**src/rtl/serial_adder_pkg.sv**
```systemverilog
// Shared definitions for the bit-serial adder: FSM encodings and counter sizing.
package serial_adder_pkg;

  // Controller states; encodings are fixed so other blocks can decode them.
  typedef enum logic [1:0] {
    ST_IDLE  = 2'd0,
    ST_SHIFT = 2'd1,
    ST_DONE  = 2'd2
  } state_t;

  // Bit counter width. The extra bit keeps WIDTH=1 legal ($clog2(1) is 0).
  function automatic int cnt_width(input int w);
    return $clog2(w) + 1;
  endfunction

endpackage : serial_adder_pkg

```
**src/rtl/full_adder_usg_2HA.sv**
```systemverilog
// 1-bit full adder built from two half adders plus an OR for the carry.
module full_adder_usg_2HA (
  input  logic a,
  input  logic b,
  input  logic cin,
  output logic s,
  output logic cout
);

  logic ha1_s;
  logic ha1_c;
  logic ha2_c;

  // First half adder combines the two operand bits.
  assign ha1_s = a ^ b;
  assign ha1_c = a & b;

  // Second half adder folds in the incoming carry.
  assign s     = ha1_s ^ cin;
  assign ha2_c = ha1_s & cin;

  // At most one half adder can generate a carry, so OR is sufficient.
  assign cout  = ha1_c | ha2_c;

endmodule : full_adder_usg_2HA

```
**src/rtl/serial_adder.sv**
```systemverilog
// Bit-serial adder: one full adder and a carry flop process the operands
// LSB first, one bit per clock, with registered Sum/Carry and a done pulse.
module serial_adder
  import serial_adder_pkg::*;
#(
  parameter int WIDTH = 8
) (
  input  logic             clk,
  input  logic             rst,
  input  logic             start,
  input  logic [WIDTH-1:0] A,
  input  logic [WIDTH-1:0] B,
  input  logic             Cin,
  output logic             busy,
  output logic             done,
  output logic [WIDTH-1:0] Sum,
  output logic             Carry
);

  localparam int CNT_W = cnt_width(WIDTH);

  state_t             state_reg;
  state_t             state_next;

  logic [WIDTH-1:0]   a_sr_reg;
  logic [WIDTH-1:0]   b_sr_reg;
  logic [WIDTH-1:0]   s_sr_reg;
  logic               c_reg;
  logic [CNT_W-1:0]   cnt_reg;
  logic [WIDTH-1:0]   sum_reg;
  logic               carry_reg;

  logic               fa_s;
  logic               fa_c;
  logic               last_bit;
  logic [WIDTH-1:0]   a_shift;
  logic [WIDTH-1:0]   b_shift;
  logic [WIDTH-1:0]   s_shift;

  // The single shared full adder works on the current LSBs and stored carry.
  full_adder_usg_2HA u_fa (
    .a    (a_sr_reg[0]),
    .b    (b_sr_reg[0]),
    .cin  (c_reg),
    .s    (fa_s),
    .cout (fa_c)
  );

  // Bit index WIDTH-1 is being processed in this cycle.
  assign last_bit = (cnt_reg == CNT_W'(WIDTH - 1));

  // Shifted register images; the new sum bit enters at the MSB so that after
  // WIDTH shifts the first (LSB) result bit has arrived at bit 0.
  always_comb begin
    a_shift            = a_sr_reg >> 1;
    b_shift            = b_sr_reg >> 1;
    s_shift            = s_sr_reg >> 1;
    s_shift[WIDTH-1]   = fa_s;
  end

  // State register; reset aborts any operation in flight.
  always_ff @(posedge clk or posedge rst) begin
    if (rst) begin
      state_reg <= ST_IDLE;
    end else begin
      state_reg <= state_next;
    end
  end

  // Next-state logic: start only matters in IDLE, DONE always lasts one cycle.
  always_comb begin
    state_next = state_reg;
    case (state_reg)
      ST_IDLE:  if (start)    state_next = ST_SHIFT;
      ST_SHIFT: if (last_bit) state_next = ST_DONE;
      ST_DONE:                state_next = ST_IDLE;
      default:                state_next = ST_IDLE;
    endcase
  end

  // Datapath: operand capture, serial shifting, carry, counter and result.
  always_ff @(posedge clk or posedge rst) begin
    if (rst) begin
      a_sr_reg  <= '0;
      b_sr_reg  <= '0;
      s_sr_reg  <= '0;
      c_reg     <= 1'b0;
      cnt_reg   <= '0;
      sum_reg   <= '0;
      carry_reg <= 1'b0;
    end else begin
      case (state_reg)
        ST_IDLE: begin
          if (start) begin
            a_sr_reg <= A;
            b_sr_reg <= B;
            c_reg    <= Cin;
            cnt_reg  <= '0;
          end
        end
        ST_SHIFT: begin
          a_sr_reg <= a_shift;
          b_sr_reg <= b_shift;
          s_sr_reg <= s_shift;
          c_reg    <= fa_c;
          cnt_reg  <= cnt_reg + CNT_W'(1);
          // Outputs only ever update with a complete result.
          if (last_bit) begin
            sum_reg   <= s_shift;
            carry_reg <= fa_c;
          end
        end
        default: begin
        end
      endcase
    end
  end

  assign busy  = (state_reg != ST_IDLE);
  assign done  = (state_reg == ST_DONE);
  assign Sum   = sum_reg;
  assign Carry = carry_reg;

endmodule : serial_adder

```
**config.mk**
```make
export PLATFORM = sky130hd
export DESIGN_NAME = serial_adder
export DESIGN_NICKNAME = d
export VERILOG_FILES = /design/src/rtl/serial_adder_pkg.sv /design/src/rtl/full_adder_usg_2HA.sv /design/src/rtl/serial_adder.sv
export SDC_FILE = /design/constraint.sdc
export NUM_CORES = 1
export LEC_CHECK = 0
export CAP_MARGIN = 40
export CELL_PAD_IN_SITES_DETAIL_PLACEMENT = 2
export CELL_PAD_IN_SITES_GLOBAL_PLACEMENT = 2
export CORE_ASPECT_RATIO = 1.1
export CORE_MARGIN = 2
export CORE_UTILIZATION = 32
export CTS_CLUSTER_SIZE = 24
export DETAILED_ROUTE_END_ITERATION = 16
export PLACE_DENSITY = 0.85
export SYNTH_ARGS = -nofsm -noshare
export SYNTH_HDL_FRONTEND = slang
export SYNTH_SLANG_ARGS = --single-unit
```
**constraint.sdc**
```tcl
create_clock -name clk -period 2.03 [get_ports clk]
set_input_delay 0.203 -clock clk [delete_from_list [all_inputs] [get_ports clk]]
set_output_delay 0.203 -clock clk [all_outputs]
set_load 0.01 [all_outputs]
```
# Yosys cells after proc, flatten, opt, wreduce, memory -nomap -nowiden
# Cells that the tools add are included.
# classes
n_bitwise	5
add_sub_neg	1
n_mux	11
n_reduce_logical	6
n_eq_ne	5
# op_table
op	n
$pmux 8 s2	2
$mux 8	2
$pmux 4 s2	1
$reduce_and 2->1	3
$add 4x1->4 const B	1
$eq 4x3->1 const B	1
$mux 2	2
$mux 4	1
$ne 2x2->1 const B	2
$pmux 2 s2	1
$reduce_bool 2->1	2
$and 1x1->1	2
$eq 2x1->1 const B	1
$eq 2x2->1 const B	1
$logic_not 2->1	1
$pmux 1 s2	1
$xor 1x1->1	2
$mux 1	1
$or 1x1->1	1
# word_totals
regBits	40

# Longest topological paths before layout
# Gate-level depths: netlist of run 1.
# logic_depth
ltp_word	4
ltp_mapped	4
ltp_nobuf	4

# Cells and area by module
# Synthesis of run 1 repeated with hierarchy kept, for this count alone.
# hier_totals
cells_unflattened	152
area_unflattened_um2	1616.6
# by_module_without_submodules
module	n_inst	cells_per_inst	area_per_inst_um2	seq_area_each_um2
serial_adder	1	151	1596.5	975.9
full_adder_usg_2HA	1	1	20.0	0.0

# Least setup slack after synthesis of run 1
# Ideal clock, no wire load.
# synth_timing
path_kind	register -> register
start	register state_reg[1]
end	register carry_reg (netlist: Carry)
arrival_ps	1401
period_less_slack_ps	1526
stages_incl_launch_ff	5
n_path_buf	1
slack_ps	504
setup_ps	125
required_time_ps	1905
path_cell_list	dfrtp_1 > nand2b_1 > buf_2 > nor3_4 > mux2_2
# synth_between
elab_chain_len	2
# synth_rtl
element	line_no	text
start: declaration	serial_adder.sv:22	state_t state_reg;
start signal: assignment	serial_adder.sv:66	state_reg <= state_next;
$eq 2x1->1	serial_adder.sv:92	case (state_reg)
$reduce_and 2->1 (no source line)	n/a	
end signal: assignment	serial_adder.sv:90	carry_reg <= 1'b0;
end signal: assignment	serial_adder.sv:110	carry_reg <= fa_c;
end: declaration	serial_adder.sv:31	logic carry_reg;
# Every way passes these cells.
# A chain may end at the register's enable or synchronous reset.

# Worst setup path in the final report of run 1
# layout_timing
start	register state_reg[0]
end	output busy
# layout_between
elab_chain_len	1
# layout_rtl
element	line_no	text
$reduce_bool 2->1	serial_adder.sv:119	assign busy = (state_reg != ST_IDLE);
end: declaration	serial_adder.sv:14	output logic busy,
# Every way passes these cells.

==> Flow_metrics.wiki, run 1 <==
{| class="wikitable"
! Metric !! Value
|-
| Critical-path maximum fanout || 4
|-
| Highest-delay cell along the critical path || sky130_fd_sc_hd__clkdlybuf4s50_1
|-
| Met2 track demand over resource in global routing || 0.307
|-
| Number of storage elements in the synthesis netlist || 39
|-
| Arrival time reported for the critical path endpoint || 1.50 ns
|-
| Final Setup Violations || 0
|-
| Initial DRC count || 37
|-
| Highest Clock Rate || 587 MHz
|-
| Share of synthesized registers carrying an async set or reset || 1.00
|-
| Clock buffers created by TritonCTS || 5
|-
| Capture point of the worst reg-to-reg path || Sum[7]
|-
| Wire length reported by the detailed router || 4.48 mm
|-
| Worst path cell trace || or2_2 -> clkdlybuf4s50_1
|-
| Num Clock Sinks || 39
|-
| Number of global-route vias before repair || 1600
|-
| GRT Residual Overflow || 0
|-
| Post-CTS Setup Inserts || 0
|-
| Reg2Reg Setup Slack || 0.39 ns
|-
| Reg-to-reg critical path startpoint || cnt_reg[0]
|-
| Per-cell routed wire length || 17.4 um
|-
| Layout fillers || 532
|-
| Largest net degree at the start of global routing || 40
|-
| First-pass GRT wire length || 7.82 mm
|-
| Initial antenna violation count || 0
|-
| Worst min path class || in2async
|-
| Max capacitance violation total || 0
|-
| Total die area || 5880 um^2
|-
| Core Util, Final || 0.439
|-
| Post-CTS Resized || 0
|-
| Global-route layer with the greatest usage || met2
|-
| Effective utilization at floorplan || 0.336
|-
| Hold slack final || 0.334 ns
|-
| Diode count || 0
|-
| Met3 track demand over resource in global routing || 0.0376
|-
| # H-tree levels || 2
|-
| TNS Setup || 0 ns
|-
| Number of nets in the layout || 221
|-
| Floorplan core area || 5030 um^2
|-
| Number of buffer and inverter stages on the critical path || 1
|-
| Number of synthesized flops with an enable pin || 0
|-
| Synth warnings || 0
|-
| Last weighted congestion value of the routability-driven placer || 0.749
|-
| Critical setup path kind || reg2out
|-
| Actual slew at the worst max-slew pin || 0.548 ns
|-
| Minimum clock period after layout || 1.70 ns
|-
| Proportion of synthesized chip area in sequential cells || 0.577
|-
| Post-cts hold buffer count || 0
|-
| Synthesis-to-layout area growth || 30.7%
|-
| Clock insertion delay at the later pin of the skew report || 0.29 ns
|-
| Die boundary height || 80.2 um
|-
| Synthesized area || 1690 um^2
|-
| Remaining DRCs || 0
|-
| Post-route fraction of the period consumed by the critical path || 0.839
|-
| Standard-cell rows || 27
|-
| Worst path setup slack after routing || 0.328 ns
|-
| Post-layout total power || 3.27 mW
|-
| Status || complete, no violations
|-
| Vias || 1356
|-
| Clock Skew || 0.00590 ns
|-
| Layout cells sized above 1 || 0.135
|-
| Pre-CTS setup slack || 0.234 ns
|-
| Number of cells on the worst reg-to-reg path || 4
|-
| Average footprint of a synthesized cell || 10.4 um^2
|-
| Element type at the critical path start || flop
|-
| Clk root buf || sky130_fd_sc_hd__clkbuf_8
|-
| Most instantiated flip-flop cell in the synthesis netlist || sky130_fd_sc_hd__dfrtp_1
|-
| Static power due to leakage || 0.977 nW
|-
| Number of instances in the synthesized netlist || 162
|-
| Unrepaired setup endpoints after global routing || false
|-
| Horizontal extent of the die || 73.3 um
|-
| Critical path's largest stage delay || 0.49 ns
|-
| Syn Nets || 184
|-
| Req. time, crit path || 1.83 ns
|-
| Gate family responsible for the most delay along the worst path || buffers and inverters
|-
| Number of buffers inserted by port buffering || 30
|-
| Count of unique library cells instantiated by Yosys || 24
|-
| Power density normalized to cell area || 1480 nW/um^2
|-
| Post-route antenna net violation count || 0
|-
| M1 GR Usage || 0.216
|-
| Total routing resource utilization after global routing || 0.176
|-
| Final Hold Vio Count || 0
|-
| Clock slew at the register clock pins of the worst setup and hold paths || 0.08 ns
|-
| Number of top-level pins || 31
|-
| Crit. End Element || output port
|-
| Detailed placer's ending HPWL || 3.20 mm
|-
| Number of detailed-routing iterations run before antenna repair || 4
|-
| Worst max-slew margin expressed relative to the limit || 0.634
|-
| Total count of max-transition violations in the final report || 0
|-
| Worst-case clock buffer depth || 2
|-
| Number of vias per cell after detailed routing || 5.26
|-
| CTS tree || built
|-
| Peak VDD IR || 472 uV
|}
## worst min-delay path: cells and delay by family
kind | cells | cell delay (ns)
buf+inv | 3 | 0.87
## cell type report
type,count,area [um^2],share of cell area
Clock buffer,6,82.6,0.0374
Sequential cell,39,976,0.442
Timing Repair Buffer,38,360,0.163
Multi-Input combinational cell,113,676,0.306
Clock inverter,2,35.0,0.0159
Inverter,2,7.51,0.00340
Tap cell,58,72.6,0.0328
## synth_stat cells (5+ instances only)
library cell,number,area share
sky130_fd_sc_hd__a21oi_1,5,0.015
sky130_fd_sc_hd__a22oi_1,9,0.040
sky130_fd_sc_hd__a31oi_1,6,0.022
sky130_fd_sc_hd__and2_1,6,0.022
sky130_fd_sc_hd__clkbuf_1,7,0.016
sky130_fd_sc_hd__dfrtp_1,39,0.58
sky130_fd_sc_hd__mux2_2,9,0.060
sky130_fd_sc_hd__nand2_1,38,0.084
sky130_fd_sc_hd__nor2b_1,8,0.030
sky130_fd_sc_hd__o21ai_0,18,0.053
## power by group
| part | internal [mW] | total [mW] | switching [mW] |
|---|---|---|---|
| sequential | 1.10 | 1.32 | 0.221 |
| clock | 0.398 | 0.679 | 0.281 |
| combinational | 0.598 | 1.27 | 0.672 |
## per-layer routing
layer,part of all wire,wire [um]
met2,0.53,2370
met1,0.42,1870
met4,0.012,55
met3,0.042,187
met5,0,0
## cells in the final DEF (no fill, tap or decap), types with 5 or more instances in the layout
| master | instances |
|---|---|
| sky130_fd_sc_hd__dfrtp_1 | 39 |
| sky130_fd_sc_hd__nand2_1 | 38 |
| sky130_fd_sc_hd__clkdlybuf4s50_1 | 30 |
| sky130_fd_sc_hd__o21ai_0 | 18 |
| sky130_fd_sc_hd__a22oi_1 | 9 |
| sky130_fd_sc_hd__mux2_2 | 9 |
| sky130_fd_sc_hd__nor2b_1 | 8 |
| sky130_fd_sc_hd__buf_4 | 8 |
| sky130_fd_sc_hd__and2_1 | 6 |
| sky130_fd_sc_hd__a31oi_1 | 6 |
| sky130_fd_sc_hd__clkbuf_8 | 6 |
| sky130_fd_sc_hd__a21oi_1 | 5 |
## through the flow
| stage | std cells | cell area, um^2 |
|---|---|---|
| finish | 258 | 2210 |
| global route | 258 | 2210 |
| CTS | 258 | 2210 |
| detailed placement | 250 | 2090 |
| global placement | 250 | 2090 |
| floorplan | 162 | 1690 |
## how the worst max path moves through the flow
| stage | startpoint | to | slack (ns) | cells after the start |
|---|---|---|---|---|
| floorplan | state_reg[1] | Carry | 0.50 | 4 |
| global placement | start | b_sr_reg[5] | 0.31 | 4 |
| detailed placement | start | b_sr_reg[5] | 0.23 | 4 |
| CTS | state_reg[0] | busy | 0.32 | 2 |
| global route | cnt_reg[0] | Sum[7] | 0.24 | 4 |
| finish | state_reg[0] | busy | 0.33 | 2 |
## logic make-up after synthesis
family                     after synthesis  share of synthesized area
and+or+nand+nor                         59                      0.164
AOI/OAI and AO/OA                       42                      0.151
DFF                                     39                      0.577
buffers and inverters                   10                     0.0229
muxes                                   10                     0.0659
adders and majority gates                2                     0.0192
Note: power is estimated with default switching activity, not from simulation.
==> inputs of run 2 (changes only) <==
clock period = 1.6 ns   (was 2.03 ns; I/O delays follow)
==> run 2 against run 1 <==
Critical path depth increased by 3. Setup slack got worse by 0.21 ns. Highest routed layer unchanged. Sequential power grew 29%. Total power rose by 25%. Die area unchanged. Largest cell class unchanged. Clock skew barely moved. Critical endpoint is now Sum[6]. Cell count rose by 2.7%. Clock power decreased by 5.7%. Core utilization grew 0.99 points. Clock-buffer cell count rose by 1. Via count rose by 2.1%. Flip-flop and latch count did not move.
==> Flow_metrics.wiki, run 2 (same netlist as run 1, synthesis figures left out) <==
{| class="wikitable"
! Metric !! Value
|-
| TNS Setup || 0 ns (unchanged)
|-
| Total count of max-transition violations in the final report || 0 (unchanged)
|-
| Post-Place Cells || 254 (+1.6%)
|-
| Highest-delay cell along the critical path || sky130_fd_sc_hd__dfrtp_1
|-
| Worst min path class || in2async
|-
| Clock slew at the register clock pins of the worst setup and hold paths || 0.07 ns (about the same)
|-
| Wire length reported by the detailed router || 4.56 mm (+1.7%)
|-
| Floorplan core area || 5030 um^2 (unchanged)
|-
| Critical setup path kind || reg2reg
|-
| Critical path's largest stage delay || 0.42 ns (-0.07 ns)
|-
| Actual slew at the worst max-slew pin || 0.517 ns (-0.0309 ns)
|-
| GRT Residual Overflow || 0 (unchanged)
|-
| Last weighted congestion value of the routability-driven placer || 0.801 (+6.9%)
|-
| Capture point of the worst reg-to-reg path || Sum[6]
|-
| Reg2Reg Setup Slack || 0.12 ns (-0.27 ns)
|-
| Remaining DRCs || 0 (unchanged)
|-
| Worst-case clock buffer depth || 2 (unchanged)
|-
| Diode count || 0 (unchanged)
|-
| Number of buffers inserted by port buffering || 30 (unchanged)
|-
| Number of buffer and inverter stages on the critical path || 1 (unchanged)
|-
| Pre-CTS setup slack || 0.0361 ns (-0.198 ns)
|-
| Count of non-filler cells in the finished layout || 265 (+2.7%)
|-
| Number of global-route vias before repair || 1526 (-4.6%)
|-
| Leading cell types in the layout, fill and taps excluded || sky130_fd_sc_hd__dfrtp_1, sky130_fd_sc_hd__nand2_1, sky130_fd_sc_hd__clkdlybuf4s50_1, sky130_fd_sc_hd__o21ai_0, sky130_fd_sc_hd__buf_4
|-
| Horizontal extent of the die || 73.3 um (unchanged)
|-
| Die boundary height || 80.2 um (unchanged)
|-
| Clock power share || 0.157 (-0.051)
|-
| Clk root buf || sky130_fd_sc_hd__clkbuf_8
|-
| P_sw || 1.51 mW (+29%)
|-
| Layout cells sized above 1 || 0.169 (+0.0341)
|-
| Static power due to leakage || 1.01 nW (+3.8%)
|-
| Vias || 1385 (+2.1%)
|-
| Sequential Power Share || 0.416 (+0.013)
|-
| Number of detailed-routing iterations run before antenna repair || 3 (-1)
|-
| Initial antenna violation count || 0 (unchanged)
|-
| Gate family responsible for the most delay along the worst path || flip-flops
|-
| Worst max-slew margin expressed relative to the limit || 0.655 (+0.0213)
|-
| Layout fillers || 526 (-1.1%)
|-
| Largest net degree at the start of global routing || 40 (unchanged)
|-
| Footprint of the multi-input gates || 691 um^2 (+2.2%)
|-
| Number of cells on the worst reg-to-reg path || 5 (+1)
|-
| Max capacitance violation total || 0 (unchanged)
|-
| Area of all sequential standard cells || 977 um^2 (+0.13%)
|-
| Synthesis-to-layout area growth || 33.7%
|-
| Sum of routed wire segments on met1 || 1.89 mm (+1.1%)
|-
| Most common cell after layout, fill and taps aside || sky130_fd_sc_hd__dfrtp_1
|-
| Detailed placer's ending HPWL || 3.32 mm (+3.9%)
|-
| Effective utilization at floorplan || 0.336 (unchanged)
|-
| Hold slack final || 0.306 ns (-0.0278 ns)
|-
| Clock Skew || 0.00574 ns (-0.000152 ns)
|-
| Clock insertion delay at the later pin of the skew report || 0.29 ns (about the same)
|-
| Arrival time reported for the critical path endpoint || 1.65 ns (+0.15 ns)
|-
| Power density normalized to cell area || 1800 nW/um^2 (+22%)
|-
| Crit. End Element || flop
|-
| Core Util, Final || 0.449 (+0.00994)
|-
| # H-tree levels || 2 (unchanged)
|-
| Unrepaired setup endpoints after global routing || false
|-
| Post-route fraction of the period consumed by the critical path || 0.924
|-
| Peak VDD IR || 499 uV (+5.6%)
|-
| Critical-path maximum fanout || 7 (+3)
|-
| Total routing resource utilization after global routing || 0.171 (-0.00498)
|-
| Num Clock Sinks || 39 (unchanged)
|-
| Highest Clock Rate || 676 MHz
|-
| Initial DRC count || 44 (+19%)
|-
| Status || complete, no violations
|-
| Standard-cell rows || 27 (unchanged)
|-
| Clock buffers created by TritonCTS || 5 (unchanged)
|-
| Element type at the critical path start || flop
|-
| Switching fraction of total power || 0.370 (+0.0108)
|-
| Routed wire length on met3 || 186 um (-0.53%)
|-
| CTS tree || built
|-
| Post-cts hold buffer count || 0 (unchanged)
|-
| Req. time, crit path || 1.78 ns (-0.05 ns)
|-
| First-pass GRT wire length || 7.53 mm (-3.8%)
|-
| Top routing layer in use || met4
|-
| Per-cell routed wire length || 17.2 um (-0.97%)
|-
| Final Hold Vio Count || 0 (unchanged)
|-
| Reg-to-reg critical path startpoint || cnt_reg[0]
|-
| Worst setup startpoint || cnt_reg[0]
|-
| Number of top-level pins || 31 (unchanged)
|-
| Worst path setup slack after routing || 0.122 ns (-0.206 ns)
|-
| Minimum clock period after layout || 1.48 ns
|-
| P_int || 2.57 mW (+23%)
|-
| Number of nets in the layout || 228 (+3.2%)
|-
| Part of the total power dissipated in combinational logic || 0.427 (+0.038)
|-
| Total die area || 5880 um^2 (unchanged)
|-
| Final Setup Violations || 0 (unchanged)
|-
| Post-route antenna net violation count || 0 (unchanged)
|-
| Number of vias per cell after detailed routing || 5.23 (-0.56%)
|-
| Worst path cell trace || ha_4 -> nand2_2 -> nor3_4 -> buf_6 -> mux2_2
|-
| Length of routed met2 wiring || 2.42 mm (+2.2%)
|}
-- run 2: how the worst max path moves through the flow --
stage                        endpoint  depth (start not counted)
final                          Sum[6]                          5
after floorplan                 Carry                          4
after detailed placement  a_sr_reg[5]                          4
after global placement         Sum[4]                          5
after global routing      a_sr_reg[7]                          4
after CTS                        done                          2
-- run 2: worst min-delay path: cells and delay by family --
kind / cells / cell delay [ns]
buffers and inverters: 3 / 0.89
-- run 2: per-stage QoR --
step | cell area (um^2) | power, mW
2_1_floorplan | 1690 | 2.60
6_report | 2260 | 4.08
5_1_grt | 2260 | 4.42
3_5_place_dp | 2130 | 3.41
3_3_place_gp | 2130 | 3.23
4_1_cts | 2220 | 4.07
-- run 2: layout make-up --
class	count	share of cell area
sequential	39	0.432
tap	58	0.0321
timing repair buffer	45	0.190
inverter	2	0.00332
clock inverter	1	0.00221
clock buffer	7	0.0338
multi-input combinational	113	0.306
-- run 2: layer usage --
| layer | track usage | vias to the layer above |
|---|---|---|
| met4 | 0.0600 | 0 |
| met3 | 0.0389 | 5 |
| met5 | 0 | - |
| met2 | 0.304 | 30 |
| li1 | - | 647 |
| met1 | 0.198 | 703 |
-- run 2: power by group through the flow --
stage	Clock, mW	Sequential, mW	Combinational, mW
finish	0.640	1.70	1.74
global route	0.713	1.75	1.96
CTS	0.677	1.70	1.70
detailed placement	0	1.72	1.70
global placement	0	1.66	1.57
floorplan	0	1.66	0.938
-- run 2: repair_timing --
action,CTS,global route
buffers inserted,0,3
resized for setup,2,5
setup endpoints to repair,2,8
pin swaps,0,2
==> inputs of run 3 (changes only) <==
CAP_MARGIN = default   (was 40)
==> results of run 3 <==
No change in the layout: final DEF, timing and power equal those of run 2.
